[config.mk]
export PLATFORM = sky130hd
export DESIGN_NAME = mem_rr_arbiter_flat
export DESIGN_NICKNAME = d
export VERILOG_FILES = /design/src/rtl/mem_rr_arbiter_if.sv /design/src/rtl/mem_rr_arbiter.sv /design/src/flat_wrapper.sv
export SDC_FILE = /design/constraint.sdc
export NUM_CORES = 1
export LEC_CHECK = 0
export BUFFER_PORTS_ARGS = -buffer_cell sky130_fd_sc_hd__buf_2
export CELL_PAD_IN_SITES_DETAIL_PLACEMENT = 0
export CELL_PAD_IN_SITES_GLOBAL_PLACEMENT = 1
export CORE_MARGIN = 4
export CORE_UTILIZATION = 39
export DETAILED_ROUTE_END_ITERATION = 16
export GPL_ROUTABILITY_DRIVEN = 1
export PLACE_DENSITY = 0.88
export SLEW_MARGIN = 20
export SYNTH_ARGS = -nofsm -noshare
export SYNTH_HDL_FRONTEND = slang
export SYNTH_SLANG_ARGS = --single-unit
export TNS_END_PERCENT = 30
[constraint.sdc]
create_clock -name clk -period 2.6 [get_ports clk]
set_input_delay 0.13 -clock clk [delete_from_list [all_inputs] [get_ports clk]]
set_output_delay 0.13 -clock clk [all_outputs]
set_load 0.05 [all_outputs]
[src/rtl/mem_rr_arbiter_if.sv]
// Requester-side and controller-side signal bundle for mem_rr_arbiter.
// Upstream fields are packed per port; port p occupies slice p of each vector.
interface mem_rr_arbiter_if #(
    parameter int PORT_COUNT      = 4,
    parameter int DATA_WIDTH_BYTE = 4,
    parameter int ADDR_WIDTH_BYTE = 4
);
    localparam int DW = 8 * DATA_WIDTH_BYTE;
    localparam int AW = 8 * ADDR_WIDTH_BYTE;

    logic [PORT_COUNT*2-1:0]               rw_flag;
    logic [PORT_COUNT*AW-1:0]              addr;
    logic [PORT_COUNT*DW-1:0]              write_data;
    logic [PORT_COUNT*DATA_WIDTH_BYTE-1:0] write_mask;
    logic [PORT_COUNT*DW-1:0]              read_data;
    logic [PORT_COUNT-1:0]                 busy;
    logic [PORT_COUNT-1:0]                 done;
    logic [PORT_COUNT-1:0]                 err;

    logic [1:0]                            m_rw_flag;
    logic [AW-1:0]                         m_addr;
    logic [DW-1:0]                         m_write_data;
    logic [DATA_WIDTH_BYTE-1:0]            m_write_mask;
    logic [DW-1:0]                         m_read_data;
    logic                                  m_busy;
    logic                                  m_done;

    // The arbiter itself.
    modport slave (
        input  rw_flag, addr, write_data, write_mask,
        input  m_read_data, m_busy, m_done,
        output read_data, busy, done, err,
        output m_rw_flag, m_addr, m_write_data, m_write_mask
    );

    // The surrounding environment: requesters plus the memory controller.
    modport master (
        output rw_flag, addr, write_data, write_mask,
        output m_read_data, m_busy, m_done,
        input  read_data, busy, done, err,
        input  m_rw_flag, m_addr, m_write_data, m_write_mask
    );
endinterface

[src/rtl/mem_rr_arbiter.sv]
// Round-robin arbiter sharing one memory controller port between PORT_COUNT requesters,
// with a one-deep pending slot per port and a per-transaction watchdog.
module mem_rr_arbiter #(
    parameter int PORT_COUNT      = 4,
    parameter int DATA_WIDTH_BYTE = 4,
    parameter int ADDR_WIDTH_BYTE = 4,
    parameter int TIMEOUT         = 255
) (
    input  logic              clk,
    input  logic              rst_n,
    mem_rr_arbiter_if.slave   bus
);
    localparam int DW     = 8 * DATA_WIDTH_BYTE;
    localparam int AW     = 8 * ADDR_WIDTH_BYTE;
    localparam int MW     = DATA_WIDTH_BYTE;
    localparam int GW     = (PORT_COUNT > 1) ? $clog2(PORT_COUNT) : 1;
    localparam int CNT_W  = (TIMEOUT > 1) ? $clog2(TIMEOUT) : 1;
    localparam int TO_M1  = (TIMEOUT > 0) ? TIMEOUT - 1 : 0;
    localparam logic [CNT_W-1:0] TO_LAST   = TO_M1[CNT_W-1:0];
    localparam logic [GW-1:0]    LAST_INIT = GW'(PORT_COUNT - 1);

    typedef enum logic [1:0] {
        ST_IDLE,
        ST_ISSUE,
        ST_WAIT
    } state_t;

    state_t                   state;
    logic [GW-1:0]            grant;
    logic [GW-1:0]            last_grant;
    logic [CNT_W-1:0]         cnt;

    logic [PORT_COUNT-1:0]    slot_vld;
    logic [1:0]               slot_flag [PORT_COUNT];
    logic [AW-1:0]            slot_addr [PORT_COUNT];
    logic [DW-1:0]            slot_data [PORT_COUNT];
    logic [MW-1:0]            slot_mask [PORT_COUNT];

    logic [PORT_COUNT*DW-1:0] read_data_q;
    logic [PORT_COUNT-1:0]    done_q;
    logic [PORT_COUNT-1:0]    err_q;

    logic [AW-1:0]            hold_addr;
    logic [DW-1:0]            hold_data;
    logic [MW-1:0]            hold_mask;

    logic [GW:0]              nxt;
    logic                     issue;
    logic                     timeout_hit;

    function automatic logic is_req(input logic [1:0] flag);
        return (flag == 2'd1) || (flag == 2'd2);
    endfunction

    // First valid slot after last_grant, wrapping; MSB of the result flags a hit.
    function automatic logic [GW:0] pick_next(input logic [PORT_COUNT-1:0] vld,
                                              input logic [GW-1:0]         last);
        logic [GW:0] res;
        int          idx;
        res = '0;
        for (int i = PORT_COUNT; i >= 1; i--) begin
            idx = (int'(last) + i) % PORT_COUNT;
            if (vld[idx]) begin
                res = {1'b1, GW'(idx)};
            end
        end
        return res;
    endfunction

    assign nxt         = pick_next(slot_vld, last_grant);
    assign issue       = (state == ST_ISSUE) && !bus.m_busy;
    assign timeout_hit = (TIMEOUT != 0) && (cnt == TO_LAST);

    // The request is presented only in the cycle the controller accepts it; the
    // address/data/mask lines otherwise keep showing the last issued request.
    assign bus.m_rw_flag    = issue ? slot_flag[grant] : 2'd0;
    assign bus.m_addr       = issue ? slot_addr[grant] : hold_addr;
    assign bus.m_write_data = issue ? slot_data[grant] : hold_data;
    assign bus.m_write_mask = issue ? slot_mask[grant] : hold_mask;

    assign bus.busy      = slot_vld;
    assign bus.done      = done_q;
    assign bus.err       = err_q;
    assign bus.read_data = read_data_q;

    always_ff @(posedge clk or negedge rst_n) begin
        if (!rst_n) begin
            state       <= ST_IDLE;
            grant       <= '0;
            last_grant  <= LAST_INIT;
            cnt         <= '0;
            slot_vld    <= '0;
            done_q      <= '0;
            err_q       <= '0;
            read_data_q <= '0;
            hold_addr   <= '0;
            hold_data   <= '0;
            hold_mask   <= '0;
            for (int p = 0; p < PORT_COUNT; p++) begin
                slot_flag[p] <= '0;
                slot_addr[p] <= '0;
                slot_data[p] <= '0;
                slot_mask[p] <= '0;
            end
        end else begin
            done_q <= '0;
            err_q  <= '0;

            // Capture into free slots; an occupied slot ignores its port entirely.
            for (int p = 0; p < PORT_COUNT; p++) begin
                if (!slot_vld[p] && is_req(bus.rw_flag[2*p +: 2])) begin
                    slot_vld[p]  <= 1'b1;
                    slot_flag[p] <= bus.rw_flag[2*p +: 2];
                    slot_addr[p] <= bus.addr[AW*p +: AW];
                    slot_data[p] <= bus.write_data[DW*p +: DW];
                    slot_mask[p] <= bus.write_mask[MW*p +: MW];
                end
            end

            unique case (state)
                ST_IDLE: begin
                    if (nxt[GW]) begin
                        grant <= nxt[GW-1:0];
                        state <= ST_ISSUE;
                    end
                end
                ST_ISSUE: begin
                    if (!bus.m_busy) begin
                        hold_addr <= slot_addr[grant];
                        hold_data <= slot_data[grant];
                        hold_mask <= slot_mask[grant];
                        cnt       <= '0;
                        state     <= ST_WAIT;
                    end
                end
                ST_WAIT: begin
                    // A real completion wins over a watchdog expiry on the same cycle.
                    if (bus.m_done || timeout_hit) begin
                        slot_vld[grant] <= 1'b0;
                        done_q[grant]   <= 1'b1;
                        err_q[grant]    <= !bus.m_done;
                        last_grant      <= grant;
                        state           <= ST_IDLE;
                        if (!bus.m_done) begin
                            read_data_q[int'(grant)*DW +: DW] <= '0;
                        end else if (slot_flag[grant] == 2'd1) begin
                            read_data_q[int'(grant)*DW +: DW] <= bus.m_read_data;
                        end
                    end else begin
                        cnt <= cnt + 1'b1;
                    end
                end
                default: state <= ST_IDLE;
            endcase
        end
    end
endmodule
[src/flat_wrapper.sv]
// flat-port wrapper written by rule: the top's interface ports become plain ports
module mem_rr_arbiter_flat 
#(
    parameter int PORT_COUNT      = 4,
    parameter int DATA_WIDTH_BYTE = 4,
    parameter int ADDR_WIDTH_BYTE = 4,
    parameter int TIMEOUT         = 255
)
  (clk, rst_n, bus_rw_flag, bus_addr, bus_write_data, bus_write_mask, bus_m_read_data, bus_m_busy, bus_m_done, bus_read_data, bus_busy, bus_done, bus_err, bus_m_rw_flag, bus_m_addr, bus_m_write_data, bus_m_write_mask);
  mem_rr_arbiter_if #(.PORT_COUNT(PORT_COUNT), .DATA_WIDTH_BYTE(DATA_WIDTH_BYTE), .ADDR_WIDTH_BYTE(ADDR_WIDTH_BYTE)) bus_i ();
  input  logic clk;
  input  logic rst_n;
  input wire logic [$bits(bus_i.rw_flag)-1:0] bus_rw_flag;
  input wire logic [$bits(bus_i.addr)-1:0] bus_addr;
  input wire logic [$bits(bus_i.write_data)-1:0] bus_write_data;
  input wire logic [$bits(bus_i.write_mask)-1:0] bus_write_mask;
  input wire logic [$bits(bus_i.m_read_data)-1:0] bus_m_read_data;
  input wire logic [$bits(bus_i.m_busy)-1:0] bus_m_busy;
  input wire logic [$bits(bus_i.m_done)-1:0] bus_m_done;
  output wire logic [$bits(bus_i.read_data)-1:0] bus_read_data;
  output wire logic [$bits(bus_i.busy)-1:0] bus_busy;
  output wire logic [$bits(bus_i.done)-1:0] bus_done;
  output wire logic [$bits(bus_i.err)-1:0] bus_err;
  output wire logic [$bits(bus_i.m_rw_flag)-1:0] bus_m_rw_flag;
  output wire logic [$bits(bus_i.m_addr)-1:0] bus_m_addr;
  output wire logic [$bits(bus_i.m_write_data)-1:0] bus_m_write_data;
  output wire logic [$bits(bus_i.m_write_mask)-1:0] bus_m_write_mask;
  assign bus_i.rw_flag = bus_rw_flag;
  assign bus_i.addr = bus_addr;
  assign bus_i.write_data = bus_write_data;
  assign bus_i.write_mask = bus_write_mask;
  assign bus_i.m_read_data = bus_m_read_data;
  assign bus_i.m_busy = bus_m_busy;
  assign bus_i.m_done = bus_m_done;
  assign bus_read_data = bus_i.read_data;
  assign bus_busy = bus_i.busy;
  assign bus_done = bus_i.done;
  assign bus_err = bus_i.err;
  assign bus_m_rw_flag = bus_i.m_rw_flag;
  assign bus_m_addr = bus_i.m_addr;
  assign bus_m_write_data = bus_i.m_write_data;
  assign bus_m_write_mask = bus_i.m_write_mask;
  mem_rr_arbiter #(.PORT_COUNT(PORT_COUNT), .DATA_WIDTH_BYTE(DATA_WIDTH_BYTE), .ADDR_WIDTH_BYTE(ADDR_WIDTH_BYTE), .TIMEOUT(TIMEOUT)) u_core (.clk(clk), .rst_n(rst_n), .bus(bus_i));
endmodule
## After elaboration in Yosys (flattened, before gate mapping)

Cells that the tools add are included.

- Latch bits: 0
- Memories: 0
- Input bits: 316
- Register bits after elaboration: 502
- Output and inout port bits: 210
- RAM bits: 0
- Memory bits (read-only): 0

- Reduce and logical (&&, ||, !) cells: 29
- Equal/unequal tests: 17
- $lt $le $gt $ge: 7
- Multiply operators: 0
- Add/subtract/negate cells: 6
- Shift-type cells: 3
- Muxes and demuxes: 55
- Div/mod/pow operators: 0
- Bitwise logic cells: 9

Operators by type and width:

| operator | count |
|---|---|
| $bwmux 128 | 2 |
| $mux 128 | 2 |
| $mux 32 | 6 |
| $bmux 32 s2 | 2 |
| $shift 32x33->128 const A | 1 |
| $shiftx 32x33->128 | 1 |
| $shiftx 32x33->128 const A | 1 |
| $mux 4 | 9 |
| $neg 7->33 | 1 |
| $lt 3x4->1 const B | 4 |
| $mux 8 | 2 |
| $pmux 8 s2 | 1 |
| $mux 1 | 13 |
| $eq 2x1->1 const B | 6 |
| $mux 2 | 6 |
| $mux 3 | 4 |
| $eq 2x2->1 const B | 5 |
| $reduce_and 3->1 | 3 |
| $add 8x1->8 const B | 1 |
| $and 4x4->4 | 2 |
| $bmux 1 s2 | 4 |
| $bmux 4 s2 | 1 |
| $eq 8x8->1 const B | 1 |
| $reduce_or 2->1 | 4 |
| other kinds (20) | 44 |

## Longest topological paths before layout

- Depth in word-level cells: 12
- Gate-level depth with buffers: 9
- Depth with buffers taken out: 6

## Worst setup path after synthesis

No wires, ideal clock.

- Path type: flip-flop to flip-flop
- Start: register u_core.grant[1]
- End: register u_core.read_data_q[100], in the netlist u_core.bus.read_data[100]
- Clock period less this slack: 2.532 ns
- Required time: 2.521 ns
- Arrival: 2.453 ns
- Stages on the path, launching flop included: 9
- Setup slack: 0.068 ns
- Setup time: 0.079 ns
- Path through: dfrtp_1 -> clkbuf_1 -> clkbuf_1 -> inv_1 -> ha_1 -> nor4b_1 -> clkbuf_1 -> nand2_1 -> mux2i_1

- Longest elaborated chain between the ends: 7
- Elaborated cells on any way between the ends: 15

RTL lines:

| element | RTL line | source |
|---|---|---|
| from (decl) | mem_rr_arbiter.sv:29 | `logic [GW-1:0] grant;` |
| from (signal assigned) | mem_rr_arbiter.sv:123 | `grant <= nxt[GW-1:0];` |
| branches (longest 7 deep; another with $neg 7->33) | -- |  |
| to (signal, indexed assignment) | mem_rr_arbiter.sv:147 | `read_data_q[int'(grant)*DW +: DW] <= bus.m_read_data;` |
| to (decl) | mem_rr_arbiter.sv:39 | `logic [PORT_COUNT*DW-1:0] read_data_q;` |

Several ways; the timed one is not identified. The select of a mux whose other input is x is not followed.
A chain may end at the register's enable or synchronous reset.

## Worst setup path in the final report

- Start: register u_core.grant[1]
- End: output bus_m_addr[0]

- Longest elaborated chain between the ends: 5

RTL lines:

| element | RTL line | source |
|---|---|---|
| $not 2->3 (not written as such) | mem_rr_arbiter.sv:77 | `assign bus.m_addr = issue ? slot_addr[grant] : hold_addr;` |
| $bmux 32 s2 | mem_rr_arbiter.sv:77 |  |
| $mux 32 (not written as such) (2 in a row) | mem_rr_arbiter.sv:77 |  |
| $mux 32 | mem_rr_arbiter.sv:77 |  |
| to (decl) | flat_wrapper.sv:25 | `output wire logic [$bits(bus_i.m_addr)-1:0] bus_m_addr;` |

Every way passes these cells. The select of a mux whose other input is x is not followed.

==> results.toml <==
[worst_setup_path]
crit_chain = "buf_12, mux4_2, nand2_1, nand2_1, buf_2"
critPathMostFrequentCell = "nand2_1"
critPathArrivalTime_ns = 2.40
cpPeakStageDelay_ns = 0.50
end_kind = "output port"
crit_type = "reg -> out"
critPathSlowestCell = "dfrtp_4"
cp_max_fo = 55
startpoint_type = "flip-flop"
worstPathRequired_ns = 2.47

[floorplanning]
ioPinCount = 526
core_area_mm2 = 0.0550
die_y_um = 243
die_area_mm2 = 0.0592
start_util_pct = 39.3
rows = 86
fp.dieW_um = 243

[clock_network]
numCtsBuffers = 53
clockBufferDepth = 3
cts-root-buf = "clkbuf_16"
clk_pin_slew_worst_paths_ns = 0.06
cts_num_sinks = 502
h-tree-depth = 2
cts_tree = "done"
clkLatencyLatePin_ns = 0.61

[drt]
first_pass_iters = 5
wl_um = 73800
post_drt_wl_per_cell_um = 22.1
final_antenna_net_count = 0
dr_total_vias = 17105
drc = 0
avgViaCountPerCell = 5.12
dr.first_iter.drc_count = 921

[logic_synthesis]
synth.distinct_cells = 39
ys_warn_count = 0
syn_inst = 1671
synth_top_cell_area_share_pct = 57.9
syn_area_mm2 = 0.0216
ys_seq_area_share_pct = 58.1
netlist_top_cells_area = "dfrtp_1 (58%), mux2_2 (12%), mux4_2 (7.3%)"
ys_ff_latch = 502
syn_nets = 1994
synth_top_cell_by_area = "dfrtp_1"
postSynthAreaPerCell_um2 = 12.9

[placed_design]
gp_congestion = 0.856
io_buffers = 525
place_ws_ns = 0.106
dp.final_hpwl_um = 45500

[grt]
grt_pass1_vias = 19296
antenna_found_initial = 15
grt_pass1_wl_um = 113000
overflow = 0
grt_max_degree = 80
global_route.usage.total_pct = 24.5

[pwr]
total_power_mw = 38.6
p_seq_share_pct = 35.2
irDropWorstVdd_uv = 920
power.leakage_nw = 14.4
power.density_mw_per_mm2 = 1260
netSwitchingPower_mw = 16.5
power_frac_comb_pct = 44.3
p_clk_share_pct = 20.6
sw_frac_of_total_pct = 42.7
p_int_mw = 22.1

[finish]
nFillCells = 4188
fin_util_pct = 55.6
synthToLayoutAreaGrowth_pct = 41.6
fin_nets = 2855
drive_gt1_share_pct = 38.7

[timing]
max-slew-margin-rel_pct = 50.7
min_period_over_period_pct = 97.4
clock.fmax_ghz = 0.395
rsz0062_at_grt = "true"
finalSetupViolCount = 0
fin_tns_setup_ns = 0
clock-skew-final_ns = 0.0265
whs_ns = 0.0466
fin_ws_ns = 0.0684
worst_pin_slew_ns = 0.740
hold_violations = 0
slew_violations = 0
period_minus_slack_ns = 2.53

[job]
maxCapViolCount = 0

[status]
outcome = "finished, final reports clean"

[worst_hold_path]
min_path_type = "in -> reg"
==> path summary, 6_finish.rpt <==
kind,cells past startpoint,slack (ns),to,from
max in group asynchronous,3,1.55,u_core.slot_data[127]$_DFFE_PN0P_,rst_n
setup reg to reg,8,0.18,u_core.bus.read_data[102]$_DFFE_PN0P_,u_core.grant[0]$_DFFE_PN0P_
setup / recovery,5,0.07,bus_m_addr[0],u_core.grant[1]$_DFFE_PN0P_
hold reg to reg,2,0.47,u_core.hold_data[24]$_DFFE_PN0P_,u_core.hold_data[24]$_DFFE_PN0P_
min in group asynchronous,2,0.14,u_core.bus.read_data[80]$_DFFE_PN0P_,rst_n
hold / removal,2,0.05,u_core.bus.err[2]$_DFF_PN0_,bus_m_done
==> synth_stat cells <==
library cell / n
a211o_1: 1
a211oi_4: 4
a21oi_1: 8
a41oi_2: 1
and2_1: 6
and4_1: 1
and4b_1: 1
buf_1: 16
buf_2: 22
buf_6: 13
clkbuf_1: 45
dfrtp_1: 500
dfstp_2: 2
ha_1: 7
inv_1: 139
inv_2: 1
mux2_1: 44
mux2_2: 231
mux2i_1: 130
mux4_2: 70
nand2_1: 347
nand2b_1: 4
nand3_1: 3
nand4_1: 2
nor2_1: 24
nor2b_1: 2
nor3_1: 4
nor3b_1: 3
nor4b_1: 1
nor4bb_1: 2
o211ai_1: 2
o21ai_0: 19
o21ai_1: 1
o311ai_0: 2
o31ai_1: 2
o41ai_1: 2
or3b_1: 1
or4_1: 2
xor2_1: 6
==> layout make-up <==
type	count	area, um^2	share of cell area [%]
Sequential cell	502	12600	41.1
Multi-Input combinational cell	933	8090	26.4
Timing Repair Buffer	902	6600	21.6
Clock buffer	73	1530	5.01
Tap cell	748	936	3.06
Inverter	140	526	1.72
Clock inverter	26	299	0.977
Antenna cell	15	37.5	0.123
==> cells in the final DEF (no fill, tap or decap), types with 3 or more instances in the layout <==
| cell | instances |
|---|---|
| mux2i_1 | 130 |
| ha_1 | 7 |
| clkbuf_8 | 13 |
| dlygate4sd3_1 | 318 |
| nor3_1 | 4 |
| nand2_1 | 347 |
| clkbuf_16 | 53 |
| dfrtp_1 | 498 |
| nand2b_1 | 3 |
| nor2_1 | 24 |
| buf_12 | 20 |
| xor2_1 | 6 |
| o21ai_0 | 19 |
| mux2_2 | 231 |
| nand3_1 | 3 |
| a211oi_4 | 4 |
| buf_16 | 3 |
| buf_6 | 4 |
| buf_2 | 519 |
| and2_4 | 4 |
| clkinv_2 | 14 |
| a21oi_1 | 8 |
| buf_4 | 36 |
| bufinv_16 | 5 |
| clkinvlp_4 | 4 |
| mux2_1 | 44 |
| clkbuf_1 | 7 |
| diode_2 | 15 |
| mux4_2 | 70 |
| inv_1 | 139 |
==> flip-flops by register name, indices dropped and copies added (netlist names), 4 cells and up <==
register,flops
u_core.slot_addr,128
u_core.bus.read_data,128
u_core.bus.err,4
u_core.slot_mask,16
u_core.slot_data,128
u_core.hold_data,32
u_core.bus.done,4
u_core.hold_addr,32
u_core.hold_mask,4
u_core.bus.busy,4
u_core.slot_flag,8
u_core.cnt,8
==> power groups by stage <==
stage,clock [mW],sequential [mW],combinational (mW)
floorplan,0,16.2,8.69
global route,8.40,13.9,18.0
detailed placement,0,13.4,16.1
finish,7.95,13.6,17.1
global placement,0,13.2,15.8
CTS,8.04,13.3,16.9
==> worst max-delay path, delay by kind of cell, from the launching register on <==
kind | cells | cell delay (ns)
multiplexers | 1 | 0.41
buffers and inverters | 2 | 0.54
flip-flops | 1 | 0.50
AND/OR/NAND/NOR | 2 | 0.27
==> routing by layer <==
layer	routed length, um	up-vias	share of wire (%)	track usage [%]
met2	37300	922	51	42.7
met1	27100	8579	37	28.4
met4	3600	2	4.9	12.2
met3	5820	247	7.9	5.68
li1	-	7355	-	-
met5	13	-	0.018	0
==> cell families (layout without fill, tap and decap cells) <==
family	after synthesis	count (layout)	share of synthesized area (%)
buffers and inverters	236	1141	4.68
AOI/OAI and AO/OA	42	42	1.44
and+or+nand+nor	403	403	7.45
other	0	15	0
adders and majority gates	7	7	0.405
muxes	475	475	27.6
xor gates and xnor gates	6	6	0.243
DFF	502	502	58.1
==> timing repair <==
| action | 4_1_cts | 5_1_grt |
|---|---|---|
| endpoints found under the hold margin | 467 | 0 |
| pin swaps | 0 | 0 |
| cloned | 1 | 0 |
| endpoints found under the setup margin | 54 | 35 |
| buffers inserted | 6 | 0 |
| gates resized for setup | 6 | 6 |
| hold buffers | 318 | 0 |
==> through the flow <==
stage               cells  instance area [um^2]
finish               3339                 30600
global route         3336                 30600
CTS                  3324                 30500
detailed placement   2900                 25400
global placement     2900                 25400
floorplan            1671                 21600
Note: power is estimated with default switching activity, not from simulation.
